## config.mk

```make
export PLATFORM = sky130hd
export DESIGN_NAME = wb_intercon_n
export DESIGN_NICKNAME = d
export VERILOG_FILES = /design/src/rtl/wb_intercon_n_pkg.sv /design/src/rtl/wb_addr_decode.sv /design/src/rtl/wb_intercon_n.sv
export SDC_FILE = /design/constraint.sdc
export NUM_CORES = 1
export LEC_CHECK = 0
export BUFFER_PORTS_ARGS = -buffer_cell sky130_fd_sc_hd__buf_2
export CELL_PAD_IN_SITES_DETAIL_PLACEMENT = 0
export CELL_PAD_IN_SITES_GLOBAL_PLACEMENT = 1
export CORE_ASPECT_RATIO = 1.75
export CORE_UTILIZATION = 39
export CTS_CLUSTER_SIZE = 25
export DETAILED_ROUTE_END_ITERATION = 12
export PLACE_DENSITY_LB_ADDON = 0.1
export SLEW_MARGIN = 20
export SYNTH_ARGS = -nofsm -noshare
export SYNTH_HDL_FRONTEND = slang
export SYNTH_SLANG_ARGS = --single-unit
```

## constraint.sdc

```tcl
create_clock -name clk -period 7.35 [get_ports clk]
set_clock_uncertainty 0.15 [all_clocks]
set_input_delay 1.1025 -clock clk [delete_from_list [all_inputs] [get_ports clk]]
set_output_delay 1.1025 -clock clk [all_outputs]
set_load 0.02 [all_outputs]
```

## src/rtl/wb_intercon_n_pkg.sv

```systemverilog
// Shared types for the single-master Wishbone interconnect.
package wb_intercon_n_pkg;

  typedef enum logic [1:0] {
    WB_ERR_NONE    = 2'd0,
    WB_ERR_MISS    = 2'd1,
    WB_ERR_TIMEOUT = 2'd2,
    WB_ERR_SLAVE   = 2'd3
  } wb_err_t;

  typedef enum logic [1:0] {
    ST_IDLE,
    ST_BUSY,
    ST_RESP
  } wb_ic_state_t;

  // Index width that stays at least one bit wide for a single-slave build.
  function automatic int idx_width(input int n);
    return (n > 1) ? $clog2(n) : 1;
  endfunction

endpackage

```

## src/rtl/wb_addr_decode.sv

```systemverilog
// Combinational base/mask window decoder; the lowest matching slave index wins.
module wb_addr_decode
  import wb_intercon_n_pkg::*;
#(
  parameter int NSLAVE = 4,
  parameter int ADDR_W = 16,
  parameter int IDX_W  = idx_width(NSLAVE)
) (
  input  logic [ADDR_W-1:0]        adr,
  input  logic [NSLAVE*ADDR_W-1:0] base,
  input  logic [NSLAVE*ADDR_W-1:0] mask,
  output logic                     hit,
  output logic [IDX_W-1:0]         idx
);

  // Scan from the highest index down so the lowest matching window is written last.
  always_comb begin
    hit = 1'b0;
    idx = '0;
    for (int i = NSLAVE - 1; i >= 0; i--) begin
      if ((adr & mask[i*ADDR_W +: ADDR_W]) == base[i*ADDR_W +: ADDR_W]) begin
        hit = 1'b1;
        idx = IDX_W'(i);
      end
    end
  end

endmodule

```

## src/rtl/wb_intercon_n.sv

```systemverilog
// Single-master Wishbone classic interconnect to N slaves with a registered
// decode, a per-access timeout and bus errors for unmapped or stalled accesses.
module wb_intercon_n
  import wb_intercon_n_pkg::*;
#(
  parameter int NSLAVE = 4,
  parameter int ADDR_W = 16,
  parameter int DATA_W = 16,
  parameter logic [NSLAVE*ADDR_W-1:0] SLAVE_BASE = {16'h9000, 16'h8000, 16'h4000, 16'h0000},
  parameter logic [NSLAVE*ADDR_W-1:0] SLAVE_MASK = {16'hFF00, 16'hFF00, 16'hC000, 16'hC000},
  parameter int TIMEOUT = 255
) (
  input  logic                     clk,
  input  logic                     reset_n,
  input  logic                     m_cyc,
  input  logic                     m_stb,
  input  logic                     m_we,
  input  logic [ADDR_W-1:0]        m_adr,
  input  logic [DATA_W-1:0]        m_dat_i,
  input  logic [DATA_W/8-1:0]      m_sel,
  output logic [DATA_W-1:0]        m_dat_o,
  output logic                     m_ack,
  output logic                     m_err,
  output logic [NSLAVE-1:0]        s_cyc,
  output logic [NSLAVE-1:0]        s_stb,
  output logic                     s_we,
  output logic [ADDR_W-1:0]        s_adr,
  output logic [DATA_W-1:0]        s_dat_o,
  output logic [DATA_W/8-1:0]      s_sel,
  input  logic [NSLAVE*DATA_W-1:0] s_dat_i,
  input  logic [NSLAVE-1:0]        s_ack,
  input  logic [NSLAVE-1:0]        s_err,
  output logic [1:0]               err_cause,
  output logic [ADDR_W-1:0]        err_adr
);

  localparam int IDX_W = idx_width(NSLAVE);
  localparam int CNT_W = $clog2(TIMEOUT + 1);
  localparam logic [CNT_W-1:0] CNT_LAST = CNT_W'(TIMEOUT - 1);

  wb_ic_state_t      state;
  wb_err_t           err_q;
  logic [IDX_W-1:0]  idx_q;
  logic [CNT_W-1:0]  cnt;

  logic              dec_hit;
  logic [IDX_W-1:0]  dec_idx;
  logic [NSLAVE-1:0] hot;
  logic              sel_ack;
  logic              sel_err;
  logic [DATA_W-1:0] sel_dat;

  wb_addr_decode #(
    .NSLAVE (NSLAVE),
    .ADDR_W (ADDR_W),
    .IDX_W  (IDX_W)
  ) u_decode (
    .adr  (m_adr),
    .base (SLAVE_BASE),
    .mask (SLAVE_MASK),
    .hit  (dec_hit),
    .idx  (dec_idx)
  );

  // One-hot strobe pattern for the decoded slave, and the response of the latched slave only.
  always_comb begin
    hot     = '0;
    sel_ack = 1'b0;
    sel_err = 1'b0;
    sel_dat = '0;
    for (int i = 0; i < NSLAVE; i++) begin
      hot[i] = (dec_idx == IDX_W'(i));
      if (idx_q == IDX_W'(i)) begin
        sel_ack = s_ack[i];
        sel_err = s_err[i];
        sel_dat = s_dat_i[i*DATA_W +: DATA_W];
      end
    end
  end

  assign err_cause = err_q;

  // Access sequencer: accept/decode, wait for the slave or the timeout, then pulse the response.
  always_ff @(posedge clk or negedge reset_n) begin
    if (!reset_n) begin
      state   <= ST_IDLE;
      idx_q   <= '0;
      cnt     <= '0;
      m_ack   <= 1'b0;
      m_err   <= 1'b0;
      m_dat_o <= '0;
      s_cyc   <= '0;
      s_stb   <= '0;
      s_we    <= 1'b0;
      s_adr   <= '0;
      s_dat_o <= '0;
      s_sel   <= '0;
      err_q   <= WB_ERR_NONE;
      err_adr <= '0;
    end else begin
      m_ack <= 1'b0;
      m_err <= 1'b0;
      case (state)
        ST_IDLE: begin
          if (m_cyc && m_stb) begin
            if (dec_hit) begin
              state   <= ST_BUSY;
              idx_q   <= dec_idx;
              cnt     <= '0;
              s_we    <= m_we;
              s_adr   <= m_adr;
              s_dat_o <= m_dat_i;
              s_sel   <= m_sel;
              s_cyc   <= hot;
              s_stb   <= hot;
            end else begin
              state   <= ST_RESP;
              m_err   <= 1'b1;
              err_q   <= WB_ERR_MISS;
              err_adr <= m_adr;
            end
          end
        end
        ST_BUSY: begin
          if (!m_cyc) begin
            state <= ST_IDLE;
            s_cyc <= '0;
            s_stb <= '0;
          end else if (sel_err) begin
            state   <= ST_RESP;
            m_err   <= 1'b1;
            err_q   <= WB_ERR_SLAVE;
            err_adr <= s_adr;
            s_cyc   <= '0;
            s_stb   <= '0;
          end else if (sel_ack) begin
            state <= ST_RESP;
            m_ack <= 1'b1;
            s_cyc <= '0;
            s_stb <= '0;
            if (!s_we) begin
              m_dat_o <= sel_dat;
            end
          end else if (cnt == CNT_LAST) begin
            state   <= ST_RESP;
            m_err   <= 1'b1;
            err_q   <= WB_ERR_TIMEOUT;
            err_adr <= s_adr;
            s_cyc   <= '0;
            s_stb   <= '0;
          end else begin
            cnt <= cnt + 1'b1;
          end
        end
        ST_RESP: begin
          state <= ST_IDLE;
        end
        default: begin
          state <= ST_IDLE;
        end
      endcase
    end
  end

endmodule

```

# [Yosys cells after proc, flatten, opt, wreduce, memory -nomap -nowiden]
# Cells that the tools add are included.
[op_classes] reduce_logical=12 bitwise_logic=2 n_eq_ne=21 addsub=1 mux=65
[ops] operator="2-to-1 mux 16 bit" n=10
[ops] operator="2-to-1 mux 8 bit" n=6
[ops] operator="case mux 16 bit (2 select lines)" n=1
[ops] operator="2-to-1 mux 2 bit" n=15
[ops] operator="equality test 8 bit (second input constant)" n=3
[ops] operator="2-to-1 mux 4 bit" n=6
[ops] operator="2-to-1 mux 1 bit" n=22
[ops] operator="logical NOT 16 bit" n=1
[ops] operator="case mux 8 bit (2 select lines)" n=1
[ops] operator="inequality test 2 bit (second input constant)" n=7
[ops] operator="adder 8 x 1 -> 8 bit (second input constant)" n=1
[ops] operator="equality test 2 x 1 -> 1 bit (second input constant)" n=4
[ops] operator="equality test 2 bit (second input constant)" n=4
[ops] operator="case mux 2 bit (2 select lines)" n=2
[ops] operator="case mux 4 bit (2 select lines)" n=1
[ops] operator="AND reduction 7 bit" n=1
[ops] operator="logical NOT 2 bit" n=3
[ops] operator="inequality test 3 bit (second input constant)" n=2
[ops] operator="AND reduction 6 bit" n=1
[ops] operator="inequality test 5 bit (second input constant)" n=1
[ops] operator="AND reduction 5 bit" n=1
[ops] operator="AND reduction 4 bit" n=1
[ops] operator="AND reduction 3 bit" n=1
[ops] operator="inverter 1 bit" n=2
[ops] operator="4 further kinds" n=4
[totals] regBits=87 wordCells=114 out_inout_bits=79

# [Depth between registers and ports, before layout]
# Gate-level depths: netlist (run 1).
[depth] ltp_word=9 mapped_depth=8

# [By module]
# Synthesis (run 1) repeated with hierarchy kept, for this count alone.
[hier_totals] cells_unflattened=575 area_unflattened_um2=5729.2
[by_module_without_submodules] module="wb_intercon_n" cells_per_inst=421 n_inst=1 area_per_inst_um2=4732.0
[by_module_without_submodules] module="wb_addr_decode" cells_per_inst=154 n_inst=1 area_per_inst_um2=997.2

# [Worst setup path before layout (run 1)]
# OpenSTA, ideal clock, no wires.
[synth_timing] path_type="input port to flip-flop" startpoint="in s_err[3]" endpoint="reg m_dat_o[10]" t_arrival_ns=2.788 setup_ns=0.125 stages=6 path_buffers=2 slack_ns=4.288 required_ns=7.075 path_cell_list="mux4_2 -> or2_0 -> buf_2 -> nor3b_4 -> buf_6 -> mux2_2"
[synth_between] elab_chain_cells=3
[synth_lines] item="from (decl)" line="wb_intercon_n.sv:32" source="input logic [NSLAVE-1:0] s_err,"
[synth_lines] item="2-to-1 mux 1 bit" line="wb_intercon_n.sv:73" source="if (idx_q == IDX_W'(i)) begin"
[synth_lines] item="inverter 1 bit (no source line)"
[synth_lines] item="AND reduction 5 bit (no source line)"
[synth_lines] item="to (signal assigned)" line="wb_intercon_n.sv:142" source="m_dat_o <= sel_dat;"
[synth_lines] item="to (decl)" line="wb_intercon_n.sv:21" source="output logic [DATA_W-1:0] m_dat_o,"
# Every way passes these cells.
# A chain may end at the register's enable or synchronous reset.

# [Worst setup path in the final report (run 1)]
[layout_timing] startpoint="in m_cyc" endpoint="reg m_dat_o[10]"
[layout_between] elab_chain_cells=1
[layout_lines] item="from (decl)" line="wb_intercon_n.sv:15" source="input logic m_cyc,"
[layout_lines] item="AND reduction 5 bit (no source line)"
# Every way passes these cells.

==> results.sh, run 1 <==
export IMPL_port_buffers=189
export IMPL_clk_path_buf_depth=2
export IMPL_via_count=3540
export IMPL_initial_core_util=0.405
export IMPL_wl_per_cell_um=16.9
export IMPL_antenna_found_initial=1
export IMPL_synthesis_instances=342
export IMPL_grt_pass1_wl_um=17800
export IMPL_cts_root_buf="clkbuf_16"
export IMPL_leakage_nw=2.70
export IMPL_yosysWarnings=0
export IMPL_postSynth_asyncResetShare=1.00
export IMPL_fin_ws_ns=3.83
export IMPL_power_density_mw_per_mm2=294
export IMPL_finalCriticalPeriod_ns=3.52
export IMPL_die_h_um=142
export IMPL_grt_usage=0.204
export IMPL_place_ws_ns=3.44
export IMPL_vdd_drop_max_mv=0.145
export IMPL_cpMaxStageDelayCell="nor3b_4"
export IMPL_firstDrtPassIters=4
export IMPL_final_common_cell="buf_2"
export IMPL_synth_seq_cells=87
export IMPL_critPathCaptureType="flop"
export IMPL_grt_pass1_vias=3610
export IMPL_r2r_end="m_dat_o[10]"
export IMPL_num_fill_cells=1024
export IMPL_dieWidth_um=82.0
export IMPL_clk_latency_ns=0.33
export IMPL_ys_flop_type="dfrtp_1"
export IMPL_nNetsFinal=632
export IMPL_grt_max_degree=64
export IMPL_cp_startpoint="m_cyc"
export IMPL_placed_area_mm2=0.00539
export IMPL_hp_class="flop to flop"
export IMPL_drive_gt1_frac=0.532
export IMPL_dp_cells=638
export IMPL_hold_buffers=0
export IMPL_place_congestion=0.815
export IMPL_drc_errors=0
export IMPL_syn_area_mm2=0.00436
export IMPL_synth_cell_types=49
export IMPL_min_to="err_cause[1]"
export IMPL_crit_chain="buf_2 > nand3b_1 > or2_0 > nor3b_4 > mux2_2"
export IMPL_cts_htree_levels=3
export IMPL_r2r_start="state[1]"
export IMPL_hold_viol_final=0
export IMPL_rsz0062_at_grt="no"
export IMPL_totalWireLength_um=11100
export IMPL_maxCapViolCount=0
export IMPL_cts_setup_buffers=0
export IMPL_cts_made_buffers=9
export IMPL_synthesis_nets=455
export IMPL_yosysSeqAreaShare=0.499
export IMPL_post_drt_via_cell_ratio=5.40
export IMPL_area_delta_synth_final_pct=30.7
export IMPL_fin_crit_sh=0.479
export IMPL_status="complete, no violations"
export IMPL_max_freq_mhz=284
export IMPL_core_area_mm2=0.0108
export IMPL_avgSynthCellArea_um2=12.8
export IMPL_rows=50
export IMPL_drtIter0Drc=150
export IMPL_slowest_delay_ns=0.72
export IMPL_final_cell_mix="buf_2 (188), dfrtp_1 (87), mux2_2 (52)"
export IMPL_path_clk_slew_ns=0.07
export IMPL_hpwl_um=8320
export IMPL_reg2reg_slack_ns=4.18
export IMPL_cts_tree="built"
export IMPL_pin_count=190
export IMPL_clock_sinks=87
export IMPL_cts_resized=0
export IMPL_final_cells=655
export IMPL_required_ns=7.42
export IMPL_final_util=0.530
export IMPL_setup_viol=0
export IMPL_synth_edf_count=0
export IMPL_overflow=0
export IMPL_worstRegToRegCells=4
export IMPL_fin_area_mm2=0.00570
export IMPL_min_from="err_cause[1]"
export IMPL_arrival_ns=3.59
export IMPL_min_path_cells=2
export IMPL_cp_start_kind="input port"
export IMPL_crit_fanout=21
export IMPL_fin_tns_setup_ns=0
export IMPL_design_die_area_mm2=0.0116
export IMPL_tightest_slew_ns=0.943
export IMPL_critPathKind="input port to flop"
export IMPL_postRouteAntennaNets=0
export IMPL_max_slew_margin=0.371
export IMPL_drv_slew=0
[through the flow]
stage	hold slack (ns)	power (mW)
6_report	0.325	1.68
5_1_grt	0.345	1.78
4_1_cts	0.325	1.70
3_5_place_dp	0.308	1.22
3_3_place_gp	0.311	1.21
2_1_floorplan	0.373	1.02
[sequential cells by signal (all words and copies together) (netlist names)]
signal and flops:
m_err 1, err_cause 2, s_stb 4, state 2, idx_q 2, m_dat_o 16, s_adr 16, m_ack 1
s_sel 2, s_we 1, err_adr 16, cnt 8, s_dat_o 16
[kinds of logic (layout without fill, tap and decap cells)]
| family | count (synthesis) | in the layout | share of synthesized area |
|---|---|---|---|
| compound gates | 67 | 67 | 0.114 |
| flops | 87 | 87 | 0.499 |
| fa+ha+maj | 2 | 2 | 0.00573 |
| other cells | 0 | 1 | 0 |
| mux | 72 | 72 | 0.238 |
| buf+inv | 34 | 216 | 0.0373 |
| simple gates | 80 | 80 | 0.107 |
[critical path, delay by kind of cell]
family	cells	cell delay (ns)
simple gates	3	1.91
buf+inv	1	0.15
mux	1	0.42
[per-layer routing]
layer | routed length, µm | vias up | track usage
li1 | - | 1661 | -
met1 | 4140 | 1711 | 0.230
met2 | 6050 | 157 | 0.363
met3 | 706 | 11 | 0.0514
met4 | 177 | 0 | 0.0693
met5 | 0 | - | 0
[cells in the mapped netlist (2+ instances only)]
library cell | n | area (µm²)
a21oi_1 | 6 | 30.0
nand4_1 | 2 | 12.5
nor2b_1 | 19 | 119
buf_6 | 2 | 22.5
nand2_1 | 6 | 22.5
mux4_1 | 7 | 184
and2_1 | 3 | 18.8
a211oi_1 | 2 | 15.0
o21ai_0 | 7 | 35.0
mux4_2 | 11 | 248
nand3b_1 | 2 | 15.0
nor3_1 | 4 | 20.0
buf_4 | 4 | 30.0
nor2_1 | 21 | 78.8
ha_1 | 2 | 25.0
o21bai_1 | 2 | 15.0
a221oi_1 | 16 | 140
mux2i_1 | 2 | 20.0
or4_1 | 4 | 30.0
mux2_2 | 52 | 586
a21o_1 | 2 | 15.0
o211ai_1 | 2 | 15.0
nand3_1 | 6 | 30.0
a22oi_1 | 17 | 128
o31ai_1 | 4 | 30.0
a21boi_0 | 3 | 22.5
dfrtp_1 | 87 | 2180
inv_1 | 7 | 26.3
buf_2 | 4 | 20.0
clkbuf_1 | 17 | 63.8
[how the worst max path moves through the flow]
stage | to | slack, ns | cells after the start
floorplan | m_dat_o[10] | 4.29 | 6
global placement | m_dat_o[10] | 3.55 | 5
detailed placement | m_dat_o[10] | 3.44 | 5
CTS | m_dat_o[10] | 3.81 | 5
global route | m_dat_o[3] | 3.57 | 5
finish | m_dat_o[10] | 3.83 | 5
[report_power, final]
group | internal, mW | switching, mW | total [mW]
Clock | 0.275 | 0.197 | 0.471
Sequential | 0.596 | 0.0677 | 0.664
Combinational | 0.234 | 0.308 | 0.542
[area by class of cell]
class | count | area, µm² | share of cell area
multi-input cells | 221 | 2050 | 0.359
diodes | 1 | 2.50 | 0.000439
clock buffers | 10 | 239 | 0.0419
well taps | 130 | 163 | 0.0285
repair buffers | 193 | 978 | 0.172
flip-flops and latches | 87 | 2180 | 0.382
inverters | 7 | 26.3 | 0.00461
clock inverters | 6 | 68.8 | 0.0121
No activity file was read; power rests on OpenSTA's default activity.
==> inputs of run 2 (changes only) <==
- CORE_UTILIZATION: 39 -> 33
- clock period: 7.35 -> 3 ns (I/O delays scaled with it)
==> run 2 against run 1 <==
Effect of this change: the flow now finishes with violations (hold timing); register-to-register slack worse by 3.7 ns; first-iteration DRC count down 17%; setup slack worse by 3.3 ns; combinational power rose to 2.5 times the previous value; via count up 2.2%; clock-buffer cell count unchanged; die area up 18%; hold slack worse by 0.34 ns; largest power group unchanged.
==> results.sh, run 2 (synthesized netlist as in run 1, its figures left out) <==
export IMPL_cts_setup_buffers=0
export IMPL_max_freq_mhz=400
export IMPL_area_delta_synth_final_pct=34.2
export IMPL_final_common_cell="buf_2"
export IMPL_hold_viol_final=3
export IMPL_fin_crit_sh=0.834
export IMPL_fin_area_mm2=0.00585
export IMPL_crit_fanout=16
export IMPL_max_slew_margin=0.508
export IMPL_violations="hold timing"
export IMPL_drv_slew=0
export IMPL_dp_cells=693
export IMPL_power_density_mw_per_mm2=701
export IMPL_grt_usage=0.185
export IMPL_finalCriticalPeriod_ns=2.50
export IMPL_die_h_um=154
export IMPL_status="complete, but fails checks"
export IMPL_leakage_nw=2.76
export IMPL_cts_htree_levels=3
export IMPL_cts_root_buf="clkbuf_16"
export IMPL_fin_tns_setup_ns=0
export IMPL_final_cells=710
export IMPL_initial_core_util=0.337
export IMPL_critPathKind="flop to flop"
export IMPL_overflow=0
export IMPL_clk_path_buf_depth=2
export IMPL_num_fill_cells=1302
export IMPL_critPathCaptureType="flop"
export IMPL_antenna_found_initial=1
export IMPL_fin_ws_ns=0.499
export IMPL_core_area_mm2=0.0129
export IMPL_cts_made_buffers=9
export IMPL_drtIter0Drc=125
export IMPL_rows=55
export IMPL_required_ns=3.07
export IMPL_setup_viol=0
export IMPL_arrival_ns=2.57
export IMPL_grt_pass1_wl_um=19300
export IMPL_drive_gt1_frac=0.543
export IMPL_design_die_area_mm2=0.0137
export IMPL_clock_sinks=87
export IMPL_grt_pass1_vias=3885
export IMPL_place_ws_ns=0.399
export IMPL_dieWidth_um=88.9
export IMPL_drc_errors=0
export IMPL_post_drt_via_cell_ratio=5.10
export IMPL_final_cell_mix="buf_2 (188), dfrtp_1 (87), mux2_2 (52)"
export IMPL_hpwl_um=8900
export IMPL_cts_resized=0
export IMPL_hp_class="input port to asynchronous set/reset pin"
export IMPL_firstDrtPassIters=4
export IMPL_placed_area_mm2=0.00555
export IMPL_port_buffers=189
export IMPL_hold_buffers=0
export IMPL_rsz0062_at_grt="no"
export IMPL_tightest_slew_ns=0.738
export IMPL_cts_tree="built"
export IMPL_cp_start_kind="flop"
export IMPL_maxCapViolCount=0
export IMPL_vdd_drop_max_mv=0.255
export IMPL_r2r_start="idx_q[0]"
export IMPL_clk_latency_ns=0.34
export IMPL_via_count=3618
export IMPL_postRouteAntennaNets=0
export IMPL_pin_count=190
export IMPL_path_clk_slew_ns=0.06
export IMPL_totalWireLength_um=11800
export IMPL_hold_ws_ns=-0.0104
export IMPL_grt_max_degree=49
export IMPL_nNetsFinal=646
export IMPL_wl_per_cell_um=16.6
export IMPL_place_congestion=0.808
export IMPL_cp_startpoint="idx_q[0]"
-- run 2: cell count changes in the layout (fill, tap and decap cells not counted), sizes merged --
cell      before  now
buf          193  207
clkinv         3    1
clkinvlp       1    3
-- run 2: metal layers --
layer	global-route usage	routed length (µm)	up-vias
met5	0	0	-
met4	0.0691	268	0
met3	0.0322	561	18
met2	0.339	6440	144
met1	0.206	4540	1772
li1	-	-	1684
-- run 2: final cells by class --
class                      instances  area, µm²  area share
timing repair buffer             207       1100       0.187
antenna                            1       2.50    0.000427
clock buffer                      10        229      0.0391
clock inverter                     6       70.1      0.0120
sequential                        87       2180       0.372
multi-input combinational        221       2040       0.348
tap                              171        214      0.0365
inverter                           7       26.3     0.00449
-- run 2: power breakdown --
group | leakage (nW) | switching [mW] | total, mW | internal, mW
sequential | 1.06 | 0.169 | 1.63 | 1.46
combinational | 1.57 | 0.764 | 1.36 | 0.591
clock | 0.135 | 0.469 | 1.12 | 0.650
total | 2.76 | 1.40 | 4.10 | 2.70
-- run 2: worst max-delay path, cell delays in order, from the launching register on --
cell	delay, ns
dfrtp_1	0.43
mux4_2	0.60
or2_0	0.36
nor3b_4	0.23
buf_4	0.26
mux2_2	0.36
-- run 2: worst paths after layout --
path,end,slack (ns),cells after the start
setup / recovery,m_dat_o[15],0.50,5
hold / removal,err_adr[1],-0.01,1
setup reg to reg,m_dat_o[15],0.50,5
hold reg to reg,err_cause[1],0.34,2
max in group asynchronous,s_dat_o[1],2.05,2
min in group clk,s_dat_o[8],0.19,2
-- run 2: stage by stage --
step | hold WS [ns] | utilization | total power, mW
after global placement | 0.308 | 0.429 | 3.00
after CTS | 0.0105 | 0.452 | 4.17
final | -0.0104 | 0.453 | 4.10
after floorplan | 0.00441 | - | 2.49
after global routing | 0.0563 | 0.453 | 4.35
after detailed placement | 0.323 | 0.429 | 3.02
==> inputs of run 3 (changes only) <==
- clock period: 3 -> 2.22 ns (I/O delays scaled with it)
==> run 3 against run 2 <==
Effect of this change: the run ends with setup timing left; non-clock buffer count rose by 15; register-to-register slack got worse by 0.54 ns; setup slack worse by 0.54 ns; critical path type unchanged; highest routed layer unchanged.
==> results.sh, run 3 (synthesized netlist as in run 1, its figures left out) <==
export IMPL_cts_tree="built"
export IMPL_required_ns=2.33
export IMPL_clk_path_buf_depth=2
export IMPL_max_freq_mhz=443
export IMPL_cts_root_buf="clkbuf_16"
export IMPL_final_cell_mix="buf_2 (188), dfrtp_1 (87), mux2_2 (36)"
export IMPL_violations="setup timing"
export IMPL_drtIter0Drc=160
export IMPL_status="complete, but fails checks"
export IMPL_path_clk_slew_ns=0.07
export IMPL_hpwl_um=8980
export IMPL_worstRegToRegCells=5
export IMPL_totalWireLength_um=12100
export IMPL_r2r_end="cnt[5]"
export IMPL_tightest_slew_ns=0.546
export IMPL_dp_cells=704
export IMPL_drc_errors=0
export IMPL_hold_ws_ns=0.0623
export IMPL_cts_htree_levels=3
export IMPL_rows=55
export IMPL_r2r_start="idx_q[0]"
export IMPL_grt_busiest_layer="met2"
export IMPL_initial_core_util=0.337
export IMPL_fin_ws_ns=-0.0395
export IMPL_pin_count=190
export IMPL_area_delta_synth_final_pct=41.0
export IMPL_wl_per_cell_um=16.7
export IMPL_crit_fanout=7
export IMPL_leakage_nw=2.92
export IMPL_cp_startpoint="idx_q[0]"
export IMPL_critPathCapture="cnt[5]"
export IMPL_vdd_drop_max_mv=0.410
export IMPL_path_delay_family="multiplexers"
export IMPL_design_die_area_mm2=0.0137
export IMPL_setup_viol=1
export IMPL_cts_made_buffers=9
export IMPL_final_common_cell="buf_2"
export IMPL_slowest_delay_ns=0.54
export IMPL_grt_pass1_vias=3762
export IMPL_cpMaxStageDelayCell="mux4_2"
export IMPL_reg2reg_slack_ns=-0.04
export IMPL_via_count=3681
export IMPL_core_area_mm2=0.0129
export IMPL_critical_path_buf_inv_count=1
export IMPL_dieWidth_um=88.9
export IMPL_grt_max_degree=61
export IMPL_placed_area_mm2=0.00568
export IMPL_clock_sinks=87
export IMPL_grt_usage=0.186
export IMPL_place_congestion=0.801
export IMPL_port_buffers=189
export IMPL_final_util=0.475
export IMPL_final_cells=725
export IMPL_path_depth=5
export IMPL_antenna_found_initial=1
export IMPL_clk_latency_ns=0.34
export IMPL_drv_slew=0
export IMPL_die_h_um=154
export IMPL_rsz0062_at_grt="yes"
export IMPL_firstDrtPassIters=4
export IMPL_fin_tns_setup_ns=-0.0395
export IMPL_critPathKind="flop to flop"
export IMPL_cp_start_kind="flop"
export IMPL_critPathCaptureType="flop"
export IMPL_fin_crit_sh=1.02
export IMPL_maxCapViolCount=0
export IMPL_max_slew_margin=0.633
export IMPL_post_drt_via_cell_ratio=5.08
export IMPL_crit_chain="mux4_2 > buf_6 > a211o_4 > or4_1 > a21boi_1"
export IMPL_fin_area_mm2=0.00615
export IMPL_grt_pass1_wl_um=19200
export IMPL_postRouteAntennaNets=0
export IMPL_use_met2=0.341
export IMPL_drive_gt1_frac=0.562
export IMPL_hp_class="input port to flop"
export IMPL_use_met1=0.207
export IMPL_nNetsFinal=661
export IMPL_power_density_mw_per_mm2=954
export IMPL_finalCriticalPeriod_ns=2.26
export IMPL_use_met3=0.0360
export IMPL_overflow=0
export IMPL_hold_viol_final=0
export IMPL_arrival_ns=2.37
## run 3: cell count changes in the layout (fill, tap and decap cells not counted), sizes merged
cell	before	now
clkinvlp	3	0
buf	207	221
bufinv	1	2
clkbuf	10	9
dlygate4sd3	0	1
clkinv	1	4
## run 3: worst min path at each step
stage / to / slack (ns) / cells after the start / from
6_report: s_dat_o[9] / 0.06 / 2 / m_dat_i[9]
3_3_place_gp: s_adr[3] / 0.13 / 1 / reset_n
2_1_floorplan: cnt[0] / -0.11 / 0 / reset_n
3_5_place_dp: s_adr[3] / 0.15 / 1 / reset_n
4_1_cts: s_dat_o[0] / 0.05 / 2 / m_dat_i[0]
5_1_grt: s_dat_o[5] / 0.06 / 2 / m_dat_i[5]
## run 3: area by class of cell
class	count	area, µm²
clock inverters	7	108
diodes	1	2.50
flip-flops and latches	87	2180
clock buffers	9	225
well taps	171	214
multi-input cells	221	2130
fillers	1271	6790
repair buffers	222	1270
inverters	7	26.3
## run 3: what timing repair did
action / in CTS / in global routing
resized for setup: 6 / 27
setup buffers: 5 / 0
hold endpoints to repair: 27 / 0
setup endpoints to repair: 19 / 40
hold buffers: 1 / 0
gates cloned: 1 / 0
pin swaps: 2 / 6
## run 3: layer usage
metal,routed length (µm),vias up
met5,0,-
met4,303,0
met3,684,18
met2,6610,161
met1,4480,1788
li1,-,1714
## run 3: power breakdown
group	switching (mW)	leakage [nW]	internal, mW
sequential	0.222	1.06	1.97
clock	0.688	0.163	1.00
combinational	1.07	1.69	0.915
## run 3: through the flow
| stage | worst slack (ns) | power [mW] |
|---|---|---|
| 5_1_grt | -0.108 | 6.20 |
| 3_3_place_gp | -0.0192 | 4.08 |
| 4_1_cts | -0.0143 | 5.86 |
| 2_1_floorplan | -0.231 | 3.37 |
| 3_5_place_dp | -0.0423 | 4.13 |
| 6_report | -0.0395 | 5.87 |
